===== src/rtl/jacobi_ctrl.sv =====
// ============================================================================
//  Module   : jacobi_ctrl
//  Purpose  : Pivot-search / rotation-issue controller for a Jacobi
//             eigen-solver; holds the matrix, scans for the largest
//             off-diagonal element and hands it to a rotation engine.
//             Optional JACOBI_ABS_PIVOT_EN selects magnitude-based pivoting.
//  Revision : 1.0  initial release
// ============================================================================
`default_nettype none

module jacobi_ctrl #(
    parameter int WIDTH    = 16,
    parameter int N_STOCKS = 4,
    parameter int MAX_ITER = 32,
    localparam int IW      = $clog2(N_STOCKS),
    localparam int CW      = $clog2(MAX_ITER + 1)
) (
    input  logic             clk_in,
    input  logic             rst_in,
    input  logic             start_in,
    input  logic [WIDTH-1:0] thresh_in,
    input  logic             in_valid,
    input  logic [WIDTH-1:0] in_data,
    output logic             in_ready,
    output logic             rot_valid,
    input  logic             rot_ready,
    output logic [IW-1:0]    pivot_i,
    output logic [IW-1:0]    pivot_j,
    output logic [WIDTH-1:0] pivot_val,
    input  logic             wb_valid,
    input  logic [IW-1:0]    wb_i,
    input  logic [IW-1:0]    wb_j,
    input  logic [WIDTH-1:0] wb_data,
    input  logic             rot_done,
    input  logic [IW-1:0]    rd_i,
    input  logic [IW-1:0]    rd_j,
    output logic [WIDTH-1:0] rd_data,
    output logic             busy,
    output logic             done,
    output logic             converged,
    output logic [CW-1:0]    iter_count
);

    typedef enum logic [2:0] {
        S_IDLE  = 3'd0,
        S_LOAD  = 3'd1,
        S_SCAN  = 3'd2,
        S_ISSUE = 3'd3,
        S_WAIT  = 3'd4,
        S_DONE  = 3'd5
    } state_t;

    localparam logic signed [WIDTH-1:0] C_MIN      = {1'b1, {(WIDTH-1){1'b0}}};
    localparam logic signed [WIDTH-1:0] C_MAX      = {1'b0, {(WIDTH-1){1'b1}}};
    localparam logic [IW-1:0]           C_LAST     = IW'(N_STOCKS - 1);
    localparam logic [CW-1:0]           C_MAX_ITER = CW'(MAX_ITER);

    state_t                   r_state;
    logic signed [WIDTH-1:0]  r_mat [N_STOCKS][N_STOCKS];
    logic [IW-1:0]            r_row;
    logic [IW-1:0]            r_col;
    logic signed [WIDTH-1:0]  r_best;
    logic [IW-1:0]            r_best_i;
    logic [IW-1:0]            r_best_j;
    logic signed [WIDTH-1:0]  r_thresh;

    logic signed [WIDTH-1:0]  w_raw;
    logic signed [WIDTH-1:0]  w_mag;
    logic                     w_take;
    logic                     w_last;
    logic signed [WIDTH-1:0]  w_fin_best;
    logic [IW-1:0]            w_fin_i;
    logic [IW-1:0]            w_fin_j;
    logic                     w_wb_in_range;

    assign w_raw = r_mat[r_row][r_col];

`ifdef JACOBI_ABS_PIVOT_EN
    // The most-negative value has no positive twin, so it saturates.
    always_comb begin
        if (w_raw == C_MIN) begin
            w_mag = C_MAX;
        end else if (w_raw < 0) begin
            w_mag = -w_raw;
        end else begin
            w_mag = w_raw;
        end
    end
`else
    assign w_mag = w_raw;
`endif

    // Strictly-greater keeps the earliest element on ties.
    assign w_take     = (r_row != r_col) && (w_mag > r_best);
    assign w_last     = (r_row == C_LAST) && (r_col == C_LAST);
    assign w_fin_best = w_take ? w_mag : r_best;
    assign w_fin_i    = w_take ? r_row : r_best_i;
    assign w_fin_j    = w_take ? r_col : r_best_j;

    assign w_wb_in_range = (int'(wb_i) < N_STOCKS) && (int'(wb_j) < N_STOCKS);
    assign rd_data = ((int'(rd_i) < N_STOCKS) && (int'(rd_j) < N_STOCKS))
                   ? r_mat[rd_i][rd_j] : '0;

    always_ff @(posedge clk_in or posedge rst_in) begin
        if (rst_in) begin
            r_state    <= S_IDLE;
            for (int r = 0; r < N_STOCKS; r++) begin
                for (int c = 0; c < N_STOCKS; c++) begin
                    r_mat[r][c] <= '0;
                end
            end
            r_row      <= '0;
            r_col      <= '0;
            r_best     <= C_MIN;
            r_best_i   <= '0;
            r_best_j   <= '0;
            r_thresh   <= '0;
            pivot_i    <= '0;
            pivot_j    <= '0;
            pivot_val  <= '0;
            iter_count <= '0;
            rot_valid  <= 1'b0;
            in_ready   <= 1'b0;
            busy       <= 1'b0;
            done       <= 1'b0;
            converged  <= 1'b0;
        end else begin
            case (r_state)
                S_IDLE, S_DONE: begin
                    if (start_in) begin
                        r_state    <= S_LOAD;
                        iter_count <= '0;
                        converged  <= 1'b0;
                        r_thresh   <= thresh_in;
                        r_row      <= '0;
                        r_col      <= '0;
                        in_ready   <= 1'b1;
                        busy       <= 1'b1;
                        done       <= 1'b0;
                    end
                end
                S_LOAD: begin
                    if (in_valid) begin
                        r_mat[r_row][r_col] <= in_data;
                        if (w_last) begin
                            r_state  <= S_SCAN;
                            in_ready <= 1'b0;
                            r_row    <= '0;
                            r_col    <= '0;
                            r_best   <= C_MIN;
                        end else if (r_col == C_LAST) begin
                            r_col <= '0;
                            r_row <= r_row + 1'b1;
                        end else begin
                            r_col <= r_col + 1'b1;
                        end
                    end
                end
                S_SCAN: begin
                    r_best   <= w_fin_best;
                    r_best_i <= w_fin_i;
                    r_best_j <= w_fin_j;
                    if (w_last) begin
                        if (w_fin_best <= r_thresh) begin
                            r_state   <= S_DONE;
                            converged <= 1'b1;
                            busy      <= 1'b0;
                            done      <= 1'b1;
                        end else if (iter_count == C_MAX_ITER) begin
                            r_state   <= S_DONE;
                            converged <= 1'b0;
                            busy      <= 1'b0;
                            done      <= 1'b1;
                        end else begin
                            r_state   <= S_ISSUE;
                            pivot_i   <= w_fin_i;
                            pivot_j   <= w_fin_j;
                            pivot_val <= w_fin_best;
                            rot_valid <= 1'b1;
                        end
                    end else if (r_col == C_LAST) begin
                        r_col <= '0;
                        r_row <= r_row + 1'b1;
                    end else begin
                        r_col <= r_col + 1'b1;
                    end
                end
                S_ISSUE: begin
                    if (rot_ready) begin
                        r_state    <= S_WAIT;
                        rot_valid  <= 1'b0;
                        iter_count <= iter_count + 1'b1;
                    end
                end
                S_WAIT: begin
                    // A write-back coincident with rot_done lands before the rescan.
                    if (wb_valid && w_wb_in_range) begin
                        r_mat[wb_i][wb_j] <= wb_data;
                    end
                    if (rot_done) begin
                        r_state <= S_SCAN;
                        r_row   <= '0;
                        r_col   <= '0;
                        r_best  <= C_MIN;
                    end
                end
                default: begin
                    r_state <= S_IDLE;
                end
            endcase
        end
    end

endmodule

`default_nettype wire


===== config.mk =====
export PLATFORM = sky130hd
export DESIGN_NAME = jacobi_ctrl
export DESIGN_NICKNAME = d
export VERILOG_FILES = /design/src/rtl/jacobi_ctrl.sv
export SDC_FILE = /design/constraint.sdc
export NUM_CORES = 1
export LEC_CHECK = 0
export CORE_MARGIN = 3
export CORE_UTILIZATION = 30
export CTS_CLUSTER_DIAMETER = 200
export DETAILED_ROUTE_END_ITERATION = 8
export GPL_ROUTABILITY_DRIVEN = 0
export PLACE_DENSITY_LB_ADDON = 0.12
export SLEW_MARGIN = 20
export SYNTH_ARGS = -nofsm -noshare
export SYNTH_HDL_FRONTEND = slang
export SYNTH_SLANG_ARGS = --single-unit

===== constraint.sdc =====
create_clock -name clk_in -period 18.1 [get_ports clk_in]
set_input_delay 3.62 -clock clk_in [delete_from_list [all_inputs] [get_ports clk_in]]
set_output_delay 3.62 -clock clk_in [all_outputs]
set_load 0.02 [all_outputs]

After elaboration in Yosys (flattened, before gate mapping)
Index checks and enable logic that the tools add are counted.

Word-level logic and storage cells: 177. Output and inout port bits: 47. Flip-flop bits (word level): 330.

Magnitude comparators: 12. Equal/unequal tests: 20. Bitwise gates (word level): 8. Reductions and logical operators: 25. Muxes and demuxes: 77. $add $sub $neg: 3.

Operators by type and width (count): $bwmux 256 (2); $mux 256 (2); $pmux 256 s2 (1); $mux 64 (6); $bmux 64 s2 (2); $demux 64 s2 (2); $mux 16 (10); $bmux 16 s2 (2); $demux 16 s2 (2); $pmux 16 s3 (1); $mux 2 (12); $mux 3 (8); $ne 2x2->1 const B (10); $ge 3x3->1 const B (6); $not 2->3 (6); $gt 16x16->1 (1); $le 16x16->1 (1); $mux 1 (16); $pmux 2 s4 (2); $reduce_and 4->1 (4); $pmux 3 s5 (1); $lt 3x1->1 const B (4); $mux 6 (2); $pmux 6 s2 (1); 21 further kinds (41).

Logic depth before layout (Yosys ltp)
Depth after elaboration: 14. Gate-level depth with buffers: 21. Depth with buffers taken out: 16.

Worst setup path after synthesis
OpenSTA, ideal clock, no wires.

Kind: input to output. From: in rd_i[0]. To: out rd_data[10]. Setup slack: 9.013 ns. Data required time: 14.480 ns. Data arrival time: 5.467 ns. Stages on the path: 4. Cells stage by stage: buf_2 -> buf_1 -> mux4_2 -> mux4_2.

Cells in the longest elaborated chain, start to end: 7.

RTL lines: start, declared (line 35) `input logic [IW-1:0] rd_i,`; $not 2->3 (not written as such) (line 102) `? r_mat[rd_i][rd_j] : '0;`; $bmux 64 s2 (line 102); $mux 64 (not written as such) (2 in series) (line 102); $bmux 16 s2 (line 102); $mux 16 (not written as such) (2 in series) (line 102); end, declared (line 37) `output logic [WIDTH-1:0] rd_data,`.

Every way passes these cells. The select of a mux whose other input is x is not followed.

Final worst setup path
From: in rd_i[0]. To: out rd_data[15].

Same word-level chain as after synthesis.

==> out/qor.yml <==
place:
  post_dp_cell_area_um2: 21900
  dp_hpwl_mm: 48.9
  place_ws_ns: 7.81
  portBuffers: 109
  dp.cells: 2726
power_and_ir_drop:
  powerDensity_nw_per_um2: 128
  irDropWorstVdd_v: 0.0000887
  total_leakage_power_nw: 8.96
  comb_power_share_pct: 37.0
  clkPwrFrac_pct: 31.2
  p_seq_share_pct: 31.8
  switchingPower_mw: 1.10
  p_sw_share_pct: 36.5
  internal_power_mw: 1.91
grt:
  grt_pass1_wl_mm: 118
  grt_pass1_vias: 16336
  grt_max_degree: 120
  antenna_found_initial: 0
  grt_overflow: 0
  grt_usage_pct: 23.1
timing:
  maxSlewViolCount: 0
  worst_slack_ns: 7.91
  period_needed_ns: 10.19
  slew_headroom_pct: 21.8
  setup_viol: 0
  skew_ns: 0.0209
  fin_crit_sh_pct: 56.3
  rsz0062_at_grt: "no"
  fin_setup_tns_ns: 0
  tightest_slew_ns: 1.17
  fmax_mhz: 98.1
  hold_ws_ns: 0.498
  hold_violations: 0
clock_tree:
  cts_sinks: 330
  cts_tree: "done"
  postCtsSetupRepairBufs: 0
  cts_hold_buf: 0
  cts.root.buffer_cell: "clkbuf_16"
  htreeDepth: 2
  clkLatencyLatePin_ns: 0.58
  numCtsBuffers: 42
  cts_buffer_depth: 3
  path_clk_slew_ns: 0.06
  cts_resized: 0
setup_path:
  startpoint_type: "primary input"
  crit_required_ns: 14.48
  cp-startpoint: "rd_i[0]"
  cp.arrival_ns: 6.57
  crit_fanout: 33
  end_kind: "output pin"
  r2r_start: "r_row[0]$_DFFE_PP0P_"
  critical_path_class: "in2out"
final_layout:
  layout-drive-gt1-share_pct: 18.7
  fill_cells: 6536
  multiInputGateArea_um2: 10900
  nets: 2012
  regArea_um2: 8270
  final_cells: 2800
  stdcell_area_um2: 23500
  syn2layout_area_growth_pct: 17.5
  diodes: 0
yosys:
  synthFlopType: "dfrtp_1"
  synth_seq_cells: 330
  syn_area_um2: 20000
  ys_types: 53
  synth.top_cell.area_share_pct: 41.2
  yosys_warnings: 0
  synth_area_leaders: "dfrtp_1, mux4_2, o22a_1"
  synth_edf_count: 0
  synthCells: 1882
  synth.largest_area_cell: "dfrtp_1"
  synth-async-reset-ratio_pct: 100
  syn_avg_cell_area_um2: 10.6
  seq_area_frac_synth_pct: 41.3
  syn_nets: 1987
route:
  wl_per_cell_um: 28.9
  ant_nets: 0
  viasPerCell: 5.85
  vias: 16385
  drtIter0Drc: 1443
  drc: 0
  dr.pass1.iters: 5
  wl_mm: 80.9
run_status:
  outcome: "finished, final reports clean"
die:
  die_w_um: 264
  die_h_um: 264
  io_pins: 110
  dieArea_um2: 69800
  core_area_um2: 65900
  row_count: 94
  initial_core_util_pct: 30.3
min_path:
  hold_path_class: "reg2reg"
  worstHoldStart: "busy$_DFFE_PP0P_"
run:
  cap_violations: 0
[critical path, cell delays in order]
cell	delay, ns
buf_4	0.51
buf_4	0.65
mux4_2	0.59
mux4_2	0.55
clkdlybuf4s50_1	0.59
[placed cells by master (no fill, tap or decap), drive strengths merged, types with 46 or more instances in the layout]
cell	Yosys	routed
buf	33	61
clkbuf	154	58
clkdlybuf4s50	0	107
dfrtp	329	329
inv	46	46
mux4	160	160
nand2	342	342
nor2	48	48
o21ai	298	298
o22a	240	240
[cells by family after synthesis]
logic type               count (synthesis)  synth area share, %
adder cells (fa/ha/maj)                 42                 2.63
AO/OA/AOI/OAI                          616                 21.0
XOR/XNOR                                 6                0.263
buffers and inverters                  234                 4.79
AND/OR/NAND/NOR                        444                 8.98
flip-flops                             330                 41.3
multiplexers                           210                 21.1
[worst paths after layout]
check                                      endpoint  slack [ns]  cells after the start
min reg2reg                        busy$_DFFE_PP0P_        0.50                      1
min in group asynchronous    r_mat[170]$_DFFE_PP0P_        3.59                      2
min                                busy$_DFFE_PP0P_        0.50                      1
max                                     rd_data[15]        7.91                      5
max in group asynchronous     r_mat[53]$_DFFE_PP0P_       12.33                      4
max reg2reg                pivot_val[7]$_DFFE_PP0P_       10.74                     17
[flip-flops by register name, summed over array words and instances, names as in the netlist, 3 cells and up]
register and count:
iter_count 6, pivot_val 16, r_best 16, r_mat 256
r_state 3, r_thresh 16
[cells in the mapped netlist, types with 7 or more instances]
master / instances
mux2_2: 28
nor2b_1: 11
mux4_2: 160
inv_1: 45
o21ai_0: 285
a21oi_1: 19
mux2_4: 14
o21ai_1: 13
buf_6: 7
a22o_1: 17
nor2_1: 48
buf_1: 7
clkbuf_1: 154
nand3_1: 10
nand2_1: 342
buf_2: 18
a32oi_1: 16
nand4_1: 11
ha_1: 42
o22a_1: 240
dfrtp_1: 329
mux2i_1: 7
[area by class of cell]
| class | instances | area share, % |
|---|---|---|
| repair buffers | 168 | 6.53 |
| clock inverters | 15 | 1.20 |
| flip-flops and latches | 330 | 35.2 |
| inverters | 47 | 0.783 |
| well taps | 864 | 4.60 |
| multi-input cells | 1318 | 46.4 |
| clock buffers | 58 | 5.30 |
[power groups by stage]
stage          logic [mW]  clock network (mW)  registers, mW
2_1_floorplan       0.776                   0          0.920
3_3_place_gp         1.10                   0          0.967
3_5_place_dp         1.12                   0          0.965
4_1_cts              1.12               0.958          0.953
5_1_grt              1.21               0.986          0.972
6_report             1.11               0.940          0.956
[metal layers]
metal / part of all wire [%] / vias up / track usage (%)
met5: 0 / - / 0
met4: 3.5 / 0 / 8.09
met3: 8.2 / 166 / 6.13
met2: 45 / 714 / 35.9
met1: 43 / 8405 / 31.0
li1: - / 7100 / -
[through the flow]
stage	total power [mW]	util, %
2_1_floorplan	1.70	-
3_3_place_gp	2.07	33.3
3_5_place_dp	2.08	33.3
4_1_cts	3.03	35.6
5_1_grt	3.16	35.7
6_report	3.01	35.7
(Power assumes the default switching activity.)
